**config.mk**
```make
export PLATFORM = sky130hd
export DESIGN_NAME = instr_fetch_flat
export DESIGN_NICKNAME = d
export VERILOG_FILES = /design/src/rtl/cpu_pkg.sv /design/src/rtl/instr_fetch_if.sv /design/src/rtl/fetch_fifo.sv /design/src/rtl/instr_fetch.sv /design/src/flat_wrapper.sv
export SDC_FILE = /design/constraint.sdc
export NUM_CORES = 1
export LEC_CHECK = 0
export CAP_MARGIN = 5
export CORE_ASPECT_RATIO = 2
export CORE_UTILIZATION = 65
export DETAILED_ROUTE_END_ITERATION = 12
export DONT_BUFFER_PORTS = 1
export GPL_ROUTABILITY_DRIVEN = 0
export HOLD_SLACK_MARGIN = 0.05
export PLACE_DENSITY = 0.85
export SYNTH_ARGS = -nofsm -noshare
export SYNTH_HDL_FRONTEND = slang
export SYNTH_SLANG_ARGS = --single-unit
export TNS_END_PERCENT = 50
```
**constraint.sdc**
```tcl
create_clock -name clk -period 6.8 [get_ports clk]
set_input_delay 0.34 -clock clk [delete_from_list [all_inputs] [get_ports clk]]
set_output_delay 0.34 -clock clk [all_outputs]
set_load 0.01 [all_outputs]
```
**src/rtl/cpu_pkg.sv**
```systemverilog
// cpu_pkg: SimpleCPU widths and opcode encodings shared by fetch and the control decoder
package cpu_pkg;
  localparam int XLEN_DEF = 32;
  localparam int INST_W = 32;
  localparam logic [6:0] OPC_RTYPE = 7'b0110011;
  localparam logic [6:0] OPC_ITYPE = 7'b0010011;
  localparam logic [6:0] OPC_LOAD = 7'b0000011;
  localparam logic [6:0] OPC_STORE = 7'b0100011;
  localparam logic [6:0] OPC_BRANCH = 7'b1100011;
  function automatic logic [6:0] opcode_of(input logic [INST_W-1:0] inst);
    return inst[6:0];
  endfunction
endpackage

```
**src/rtl/instr_fetch_if.sv**
```systemverilog
// instr_fetch_if: imem request/response, branch redirect and decode handshake around fetch
interface instr_fetch_if #(parameter int XLEN = cpu_pkg::XLEN_DEF);
  logic imem_req_valid;
  logic imem_req_ready;
  logic [XLEN-1:0] imem_req_addr;
  logic imem_resp_valid;
  logic [cpu_pkg::INST_W-1:0] imem_resp_data;
  logic redirect_valid;
  logic [XLEN-1:0] redirect_pc;
  logic inst_valid;
  logic inst_ready;
  logic [cpu_pkg::INST_W-1:0] inst_data;
  logic [XLEN-1:0] inst_pc;
  logic [6:0] inst_opcode;
  modport master (
    output imem_req_valid, imem_req_addr, inst_valid, inst_data, inst_pc, inst_opcode,
    input imem_req_ready, imem_resp_valid, imem_resp_data, redirect_valid, redirect_pc, inst_ready
  );
  modport slave (
    input imem_req_valid, imem_req_addr, inst_valid, inst_data, inst_pc, inst_opcode,
    output imem_req_ready, imem_resp_valid, imem_resp_data, redirect_valid, redirect_pc, inst_ready
  );
endinterface

```
**src/rtl/fetch_fifo.sv**
```systemverilog
// fetch_fifo: synchronous FIFO with flush; dout reads zero while empty
module fetch_fifo #(
  parameter int WIDTH = 32,
  parameter int DEPTH = 4
) (
  input logic clk,
  input logic rst,
  input logic push,
  input logic pop,
  input logic flush,
  input logic [WIDTH-1:0] din,
  output logic [WIDTH-1:0] dout,
  output logic empty,
  output logic full,
  output logic [$clog2(DEPTH):0] count
);
  localparam int AW = $clog2(DEPTH);
  logic [WIDTH-1:0] mem [DEPTH];
  logic [AW-1:0] rd_ptr, wr_ptr;
  logic do_pop;
  assign empty = count == '0;
  assign full = count == (AW+1)'(DEPTH);
  assign do_pop = pop && !empty;
  assign dout = empty ? '0 : mem[rd_ptr];
  always_ff @(posedge clk or posedge rst)
    if (rst) begin
      rd_ptr <= '0;
      wr_ptr <= '0;
      count <= '0;
    end else if (flush) begin
      rd_ptr <= '0;
      wr_ptr <= '0;
      count <= '0;
    end else begin
      if (push) wr_ptr <= wr_ptr + 1'b1;
      if (do_pop) rd_ptr <= rd_ptr + 1'b1;
      count <= count + (AW+1)'(push) - (AW+1)'(do_pop);
    end
  always_ff @(posedge clk)
    if (push && !flush) mem[wr_ptr] <= din;
  no_overflow: assert property (@(posedge clk) disable iff (rst) !(push && full && !pop && !flush));
endmodule

```
**src/rtl/instr_fetch.sv**
```systemverilog
// instr_fetch: owns the PC, issues credit-limited in-order imem requests, buffers words for decode.
// Define FETCH_PERF_EN to add the perf_fetched / perf_flushed counters.
module instr_fetch import cpu_pkg::*; #(
  parameter int XLEN = XLEN_DEF,
  parameter logic [XLEN-1:0] RESET_PC = '0,
  parameter int DEPTH = 4
) (
  input logic clk,
  input logic rst,
  instr_fetch_if.master bus
`ifdef FETCH_PERF_EN
  ,
  output logic [31:0] perf_fetched,
  output logic [31:0] perf_flushed
`endif
);
  localparam int CW = $clog2(DEPTH) + 1;
  logic [XLEN-1:0] pc_q, tag_pc;
  logic [CW-1:0] out_cnt, drop_cnt, occ;
  logic [INST_W+XLEN-1:0] head;
  logic req_fire, deq, dropping, push_inst;
  logic tag_empty, tag_full, iq_empty, iq_full;
  assign bus.imem_req_valid = ({1'b0, out_cnt} + {1'b0, occ} < (CW+1)'(DEPTH)) && !bus.redirect_valid;
  assign bus.imem_req_addr = pc_q;
  assign req_fire = bus.imem_req_valid && bus.imem_req_ready;
  assign dropping = drop_cnt != '0 || bus.redirect_valid;
  assign push_inst = bus.imem_resp_valid && !dropping;
  assign deq = bus.inst_valid && bus.inst_ready;
  assign bus.inst_valid = !iq_empty;
  assign bus.inst_data = head[INST_W+XLEN-1:XLEN];
  assign bus.inst_pc = head[XLEN-1:0];
  assign bus.inst_opcode = opcode_of(bus.inst_data);
  // the tag FIFO occupancy is the outstanding-request count, stale ones included
  fetch_fifo #(.WIDTH(XLEN), .DEPTH(DEPTH)) u_tags (
    .clk(clk), .rst(rst), .push(req_fire), .pop(bus.imem_resp_valid), .flush(1'b0),
    .din(pc_q), .dout(tag_pc), .empty(tag_empty), .full(tag_full), .count(out_cnt)
  );
  fetch_fifo #(.WIDTH(INST_W + XLEN), .DEPTH(DEPTH)) u_insts (
    .clk(clk), .rst(rst), .push(push_inst), .pop(bus.inst_ready), .flush(bus.redirect_valid),
    .din({bus.imem_resp_data, tag_pc}), .dout(head), .empty(iq_empty), .full(iq_full), .count(occ)
  );
  // on redirect every outstanding request still unanswered this cycle becomes stale
  always_ff @(posedge clk or posedge rst)
    if (rst) begin
      pc_q <= RESET_PC;
      drop_cnt <= '0;
    end else if (bus.redirect_valid) begin
      pc_q <= {bus.redirect_pc[XLEN-1:2], 2'b00};
      drop_cnt <= out_cnt - CW'(bus.imem_resp_valid);
    end else begin
      if (req_fire) pc_q <= pc_q + XLEN'(4);
      if (bus.imem_resp_valid && drop_cnt != '0) drop_cnt <= drop_cnt - CW'(1);
    end
  no_orphan_resp: assert property (@(posedge clk) disable iff (rst) !(bus.imem_resp_valid && tag_empty));
  no_tag_overflow: assert property (@(posedge clk) disable iff (rst) !(req_fire && tag_full));
  no_inst_overflow: assert property (@(posedge clk) disable iff (rst) !(push_inst && iq_full && !deq));
`ifdef FETCH_PERF_EN
  always_ff @(posedge clk or posedge rst)
    if (rst) begin
      perf_fetched <= '0;
      perf_flushed <= '0;
    end else begin
      perf_fetched <= perf_fetched + 32'(deq);
      perf_flushed <= perf_flushed + 32'(bus.imem_resp_valid && dropping)
                    + (bus.redirect_valid ? 32'(occ) - 32'(deq) : 32'd0);
    end
`endif
endmodule

```
**src/flat_wrapper.sv**
```systemverilog
// flat-port wrapper written by rule: the top's interface ports become plain ports
module instr_fetch_flat import cpu_pkg::*;
#(
  parameter int XLEN = XLEN_DEF,
  parameter logic [XLEN-1:0] RESET_PC = '0,
  parameter int DEPTH = 4
)
  (clk, rst, bus_imem_req_valid, bus_imem_req_addr, bus_inst_valid, bus_inst_data, bus_inst_pc, bus_inst_opcode, bus_imem_req_ready, bus_imem_resp_valid, bus_imem_resp_data, bus_redirect_valid, bus_redirect_pc, bus_inst_ready);
  instr_fetch_if #(.XLEN(XLEN)) bus_i ();
  input logic clk;
  input logic rst;
  output wire logic [$bits(bus_i.imem_req_valid)-1:0] bus_imem_req_valid;
  output wire logic [$bits(bus_i.imem_req_addr)-1:0] bus_imem_req_addr;
  output wire logic [$bits(bus_i.inst_valid)-1:0] bus_inst_valid;
  output wire logic [$bits(bus_i.inst_data)-1:0] bus_inst_data;
  output wire logic [$bits(bus_i.inst_pc)-1:0] bus_inst_pc;
  output wire logic [$bits(bus_i.inst_opcode)-1:0] bus_inst_opcode;
  input wire logic [$bits(bus_i.imem_req_ready)-1:0] bus_imem_req_ready;
  input wire logic [$bits(bus_i.imem_resp_valid)-1:0] bus_imem_resp_valid;
  input wire logic [$bits(bus_i.imem_resp_data)-1:0] bus_imem_resp_data;
  input wire logic [$bits(bus_i.redirect_valid)-1:0] bus_redirect_valid;
  input wire logic [$bits(bus_i.redirect_pc)-1:0] bus_redirect_pc;
  input wire logic [$bits(bus_i.inst_ready)-1:0] bus_inst_ready;
  assign bus_imem_req_valid = bus_i.imem_req_valid;
  assign bus_imem_req_addr = bus_i.imem_req_addr;
  assign bus_inst_valid = bus_i.inst_valid;
  assign bus_inst_data = bus_i.inst_data;
  assign bus_inst_pc = bus_i.inst_pc;
  assign bus_inst_opcode = bus_i.inst_opcode;
  assign bus_i.imem_req_ready = bus_imem_req_ready;
  assign bus_i.imem_resp_valid = bus_imem_resp_valid;
  assign bus_i.imem_resp_data = bus_imem_resp_data;
  assign bus_i.redirect_valid = bus_redirect_valid;
  assign bus_i.redirect_pc = bus_redirect_pc;
  assign bus_i.inst_ready = bus_inst_ready;
  instr_fetch #(.XLEN(XLEN), .RESET_PC(RESET_PC), .DEPTH(DEPTH)) u_core (.clk(clk), .rst(rst), .bus(bus_i));
endmodule
```
==> qor.yml, run 1 <==
clock_network:
  cts_hold_buffers: 64
  root_buffer: "clkbuf_16"
  htree_levels: 2
  clock_path_buffers: 3
  clk_latency_ps: 520
  numCtsBuffers: 34
  cts_tree: "yes"
  cts_sinks: 419
  path_clk_slew_ps: 70
  cts_resized: 0
  post_cts_buffers: 0
placed_design:
  hpwl_mm: 19.2
  port_buffers: 0
  place_ws_ps: 3380
logic_synthesis:
  synth_area_leaders: "edfxtp_1 (65%), mux4_2 (12%), dfrtp_1 (6.9%)"
  avgSynthCellArea_um2: 18.4
  yosys.cell_types.count: 54
  ys_ff_latch: 419
  yosysTopAreaCell: "edfxtp_1"
  ys_seq_area_share_pct: 72.2
  syn-cell-area_mm2: 0.0171
  async_flop_share_pct: 11.2
  synth_edf_count: 372
  syn-instance-count: 932
  synth_warnings: 0
  synthFlopType: "edfxtp_1"
  synth_top_area_share_pct: 65.3
sta:
  relSlewSlack_pct: 27.6
  finalHoldViolations: 0
  finalSetupViolations: 0
  fin_setup_tns_ps: 0
  clock.fmax_mhz: 283
  setup_ws_ps: 3260
  period_share_pct: 52.0
  rsz0062_at_grt: "false"
  worstMarginPinSlew_ps: 1090
  drv_slew: 0
  fin_crit_ps: 3540
  skew_ps: 20.1
route:
  vias: 8629
  wire_per_inst_um: 24.1
  dr.pass1.iters: 5
  drc: 0
  ant_nets: 0
  drt_wl_total_mm: 32.6
  viasPerCell: 6.38
  drt-initial-drc-count: 669
setup_path:
  cp_top_family: "simple AND/OR/NAND/NOR gates"
  cp.required_ps: 7220
  critPathMaxFanout: 12
  critPathArrivalTime_ps: 3960
  max_stage_delay_ps: 720
  cp.buffers_inverters: 4
  cp_cell_sequence: "ha_1 > nor4b_4 > nand2_2 > nor2_1 > inv_1 > ha_1 > inv_1 > ha_1 > inv_1 > fa_1 > inv_1"
  worst-path-stages: 11
  start_kind: "register"
  reg2reg_depth: 11
  critPathSlowestCell: "nor4b_4"
  cp_common_cell: "inv_1"
  crit_type: "register to register"
  worst_setup_path_end_kind: "register"
final_layout:
  layout-drive-gt1-share_pct: 18.1
  area_growth_syn_to_layout_pct: 12.0
  final_cell_mix: "edfxtp_1 (372), mux4_2 (93), and2_1 (66), dlygate4sd3_1 (63), dfrtp_1 (44)"
  mostFrequentLayoutCell: "edfxtp_1"
  final_util_pct: 74.4
  n_antenna_cell: 0
  nets: 1077
worst_hold_path:
  hold_path.class: "input pin to register"
  holdPathStages: 2
die:
  die_x_um: 117
  rows: 83
  start_util_pct: 66.4
  ios: 175
  dieArea_mm2: 0.0270
  core_area_mm2: 0.0258
  fp.dieH_um: 231
run:
  cap_violations: 0
grt:
  grt_pass1_wl_mm: 50.7
  grt.total_usage_pct: 25.6
  grt_pass1_vias: 9213
  grt_max_degree: 67
  antenna_found_initial: 0
  grt.overflow.total: 0
pwr:
  powerDensity_mw_per_mm2: 366
  p_leak_nw: 6.24
  peakVddDrop_v: 0.000242
status:
  status: "completed"
==> kinds of logic (layout without fill, tap and decap cells) <==
group / Yosys count / after routing / synth area share (%)
DFF: 419 / 419 / 72.2
adders and majority gates: 21 / 21 / 1.62
and+or+nand+nor: 243 / 243 / 8.40
buffers and inverters: 78 / 153 / 2.11
other: 1 / 6 / 0.0219
muxes: 97 / 97 / 12.5
AOI/OAI and AO/OA: 54 / 54 / 2.23
xor gates and xnor gates: 19 / 19 / 0.973
==> worst register-to-register path, cell delays in order (launching register included) <==
cell     delay (ps)
dfrtp_1         440
ha_1            340
nor4b_4         720
nand2_2         350
nor2_1          410
inv_1           130
ha_1            290
inv_1            60
ha_1            130
inv_1            50
fa_1            470
inv_1            40
==> power breakdown <==
group	total [W]	internal (W)	switching [W]
Combinational	0.00160	0.000720	0.000876
Clock	0.00201	0.00114	0.000869
Sequential	0.00341	0.00315	0.000253
Total	0.00701	0.00501	0.00200
==> routing by layer <==
metal | share of wire [%] | vias up | GRT usage, %
met2 | 54 | 394 | 45.3
met4 | 3.7 | 0 | 11.6
met1 | 36 | 4372 | 29.8
met5 | 0 | - | 0
li1 | - | 3763 | -
met3 | 6.2 | 100 | 4.50
==> synthesized netlist by cell type, types with 3 or more instances <==
library cell,instances
xor2_1,10
mux2i_1,3
buf_1,4
and4_1,5
clkbuf_1,32
dfrtp_1,47
nand3_1,19
o31ai_1,6
a21oi_1,4
inv_1,18
ha_1,19
nand2b_1,3
edfxtp_1,372
o211ai_1,12
or2_2,3
a221o_1,3
xnor2_1,9
mux4_2,93
nor2b_1,36
o21ai_0,10
nand2_1,31
and3_1,3
buf_4,11
nand4_1,15
buf_2,10
nor3_1,4
or4_1,19
and2_1,74
a31oi_1,8
nor2_1,20
==> metrics by stage <==
stage / instances / hold WS (ps) / area (um2) / power [W]
5_1_grt: 1352 / 63.9 / 19200 / 0.00734
3_3_place_gp: 1226 / 418 / 17300 / 0.00495
6_report: 1352 / 68.6 / 19200 / 0.00701
4_1_cts: 1352 / 55.4 / 19200 / 0.00708
3_5_place_dp: 1226 / 419 / 17300 / 0.00503
2_1_floorplan: 937 / 439 / 17100 / 0.00470
==> cell type report <==
class	instances	area, um2
Timing Repair Buffer	72	711
Clock buffer	43	970
Fill cell	1507	6600
Multi-Input combinational cell	440	4440
Inverter	19	71.3
Sequential cell	419	12400
Clock inverter	19	191
Tap cell	340	425
==> state kept, by name (all words and copies together), names as in the netlist <==
signal,flops
u_core.u_insts.rd_ptr,2
u_core.u_tags.wr_ptr,2
u_core.u_insts.wr_ptr,2
u_core.u_tags.rd_ptr,2
u_core.u_tags.mem,120
u_core.bus.imem_req_addr,30
u_core.u_insts.mem,252
u_core.u_tags.count,3
u_core.u_insts.count,3
u_core.drop_cnt,3
==> worst paths after layout <==
kind                                    startpoint                       end  slack (ps)
min in group asynchronous                      rst        u_core.drop_cnt[1]         530
setup / recovery            u_core.u_tags.count[2]    u_core.u_tags.count[1]        3260
max in group asynchronous                      rst  u_core.u_insts.rd_ptr[0]        5510
hold / removal                 bus_imem_resp_valid        u_core.drop_cnt[1]          70
setup reg to reg            u_core.u_tags.count[2]    u_core.u_tags.count[1]        3260
hold reg to reg            u_core.u_tags.wr_ptr[1]   u_core.u_tags.wr_ptr[1]         580
No activity file was read; power rests on OpenSTA's default activity.
==> inputs of run 2 (changes only) <==
--- a/config.mk
+++ b/config.mk
@@ -7,12 +7,12 @@
 export LEC_CHECK = 0
 export CAP_MARGIN = 5
 export CORE_ASPECT_RATIO = 2
-export CORE_UTILIZATION = 65
+export CORE_UTILIZATION = 57
 export DETAILED_ROUTE_END_ITERATION = 12
 export DONT_BUFFER_PORTS = 1
 export GPL_ROUTABILITY_DRIVEN = 0
 export HOLD_SLACK_MARGIN = 0.05
-export PLACE_DENSITY = 0.85
+export PLACE_DENSITY = 0.79
 export SYNTH_ARGS = -nofsm -noshare
 export SYNTH_HDL_FRONTEND = slang
 export SYNTH_SLANG_ARGS = --single-unit
==> constraint.sdc (replaced) <==
create_clock -name clk -period 3.1 [get_ports clk]
set_input_delay 0.155 -clock clk [delete_from_list [all_inputs] [get_ports clk]]
set_output_delay 0.155 -clock clk [all_outputs]
set_load 0.01 [all_outputs]
==> run 2 against run 1 <==
Worst hold slack gained 120 ps. Highest routed layer unchanged. Sequential power grew 110%. Power grew 120%.
==> qor.yml, run 2 (synthesis gave the netlist of run 1 again) <==
clock_network:
  cts_tree: "yes"  # unchanged
  clk_latency_ps: 520  # about the same
  clock_path_buffers: 3  # unchanged
  cts_sinks: 419  # unchanged
  numCtsBuffers: 35  # was 34
  post_cts_buffers: 0  # unchanged
  root_buffer: "clkbuf_16"  # unchanged
  path_clk_slew_ps: 70  # about the same
  htree_levels: 2  # unchanged
route:
  drc: 0  # unchanged
  ant_nets: 0  # unchanged
  wire_per_inst_um: 22.4  # was 24.1 um
  drt_wl_total_mm: 31.3  # was 32.6 mm
  viasPerCell: 6.11  # was 6.38
  dr.pass1.iters: 6  # was 5
  drt-initial-drc-count: 415  # was 669
  vias: 8547  # was 8629
final_layout:
  final_cell_mix: "edfxtp_1 (372), mux4_2 (93), and2_1 (70), dlygate4sd3_1 (68), dfrtp_1 (44)"  # was edfxtp_1 (372), mux4_2 (93), and2_1 (66), dlygate4sd3_1 (63), dfrtp_1 (44)
  largest_reg_flops: 252  # unchanged
  mostFrequentLayoutCell: "edfxtp_1"  # unchanged
  fill_cells: 1944  # was 1507
  n_antenna_cell: 0  # unchanged
  layout-drive-gt1-share_pct: 18.5  # was 18.1%
  final_util_pct: 65.8  # was 74.4%
  area_growth_syn_to_layout_pct: 13.5  # was 12.0%
  largest_register: "u_core.u_insts.mem"  # unchanged
  nets: 1101  # was 1077
setup_path:
  critPathMaxFanout: 4  # was 12
  startpoint: "u_core.u_tags.count[2]"  # unchanged
  timing.rr.start: "u_core.u_tags.count[2]"  # unchanged
  cp.required_ps: 3510  # was 7220 ps
  reg2reg_depth: 11  # unchanged
  critPathArrivalTime_ps: 2900  # was 3960 ps
  start_kind: "register"  # unchanged
  crit_type: "register to register"  # unchanged
  worst_setup_path_end_kind: "register"  # unchanged
sta:
  relSlewSlack_pct: 30.8  # was 27.6%
  fin_setup_tns_ps: 0  # unchanged
  finalHoldViolations: 0  # unchanged
  skew_ps: 13.0  # was 20.1 ps
  worstMarginPinSlew_ps: 1040  # was 1090 ps
  drv_slew: 0  # unchanged
  period_share_pct: 80.5  # was 52.0%
  fin_crit_ps: 2500  # was 3540 ps
  rsz0062_at_grt: "false"  # unchanged
  finalSetupViolations: 0  # unchanged
  clock.fmax_mhz: 401  # was 283 MHz
pwr:
  powerDensity_mw_per_mm2: 793  # was 366 mW/mm2
  peakVddDrop_v: 0.000709  # was 0.000242 V
  p_leak_nw: 6.37  # was 6.24 nW
placed_design:
  hpwl_mm: 19.4  # was 19.2 mm
  port_buffers: 0  # unchanged
die:
  ios: 175  # unchanged
  fp.dieH_um: 247  # was 231 um
  dieArea_mm2: 0.0308  # was 0.0270 mm2
  die_x_um: 125  # was 117 um
  start_util_pct: 58.0  # was 66.4%
  core_area_mm2: 0.0295  # was 0.0258 mm2
  rows: 89  # was 83
grt:
  grt.overflow.total: 0  # unchanged
  grt_pass1_vias: 9009  # was 9213
  grt_max_degree: 66  # was 67
  grt.total_usage_pct: 21.0  # was 25.6%
  grt_pass1_wl_mm: 49.7  # was 50.7 mm
  antenna_found_initial: 0  # unchanged
run:
  cap_violations: 0  # unchanged
worst_hold_path:
  hold_path.class: "input pin to register"  # unchanged
  min-delay-start: "bus_imem_req_ready"  # was bus_imem_resp_valid
  holdPathStages: 5  # was 2
status:
  status: "completed"  # unchanged
==> run 2: cell count changes in the layout (fill, tap and decap cells not counted), moves of 2 or more <==
cell,before,now
and2_1,66,70
and2_2,8,4
buf_12,1,7
buf_4,8,20
bufinv_16,3,1
clkbuf_8,0,3
clkinv_1,1,7
clkinvlp_4,6,1
dlygate4sd3_1,63,68
==> run 2: repair_timing <==
| action | 4_1_cts | 5_1_grt |
|---|---|---|
| hold endpoints to repair | 218 | 0 |
| hold buffers | 69 | 0 |
| resized for setup | 0 | 0 |
==> run 2: final cells by class <==
| cell class | instances | area (um2) | area share, % |
|---|---|---|---|
| inverter | 19 | 71.3 | 0.367 |
| multi-input combinational | 440 | 4430 | 22.8 |
| clock inverter | 16 | 103 | 0.528 |
| timing repair buffer | 95 | 971 | 5.00 |
| tap | 364 | 455 | 2.34 |
| clock buffer | 47 | 1040 | 5.33 |
| sequential | 419 | 12400 | 63.6 |
==> run 2: stage by stage <==
stage / setup slack (ps) / instances / power, W / hold slack (ps) / cell area (um2)
floorplan: 214 / 937 / 0.0103 / 254 / 17100
global placement: 612 / 1268 / 0.0110 / 233 / 17600
detailed placement: 601 / 1268 / 0.0112 / 234 / 17600
CTS: 572 / 1400 / 0.0156 / 169 / 19400
global route: 446 / 1400 / 0.0161 / 197 / 19400
finish: 604 / 1400 / 0.0154 / 188 / 19400
==> run 2: critical path: stages (launching register included) <==
cell and delay (ps):
dfrtp_1 440, ha_1 350, nor4b_4 330, nand2_2 100
nor2_1 120, inv_1 60, ha_1 260, inv_1 50
ha_1 130, inv_1 50, fa_1 370, xnor2_1 130
==> run 2: path summary, 6_finish.rpt <==
kind | endpoint | slack (ps)
hold reg to reg | u_core.u_insts.wr_ptr[1] | 590
setup reg to reg | u_core.u_tags.count[2] | 600
hold / removal | u_core.u_tags.wr_ptr[0] | 190
setup / recovery | u_core.u_tags.count[2] | 600
max in group asynchronous | u_core.u_insts.rd_ptr[0] | 2010
min in group asynchronous | u_core.bus.imem_req_addr[7] | 330
==> run 2: power breakdown <==
part / total, W / switching, W / leakage, nW / internal (W)
clock: 0.00432 / 0.00188 / 0.561 / 0.00244
sequential: 0.00729 / 0.000378 / 3.91 / 0.00692
combinational: 0.00378 / 0.00209 / 1.90 / 0.00170
total: 0.0154 / 0.00435 / 6.37 / 0.0111
==> run 2: metal layers <==
layer  vias to the layer above  part of all wire, %  global-route usage (%)
met5                         -                    0                       0
li1                       3815                    -                       -
met2                       300                   56                    39.0
met4                         0                  4.2                    10.3
met3                        84                  4.5                    3.09
met1                      4348                   36                    23.5
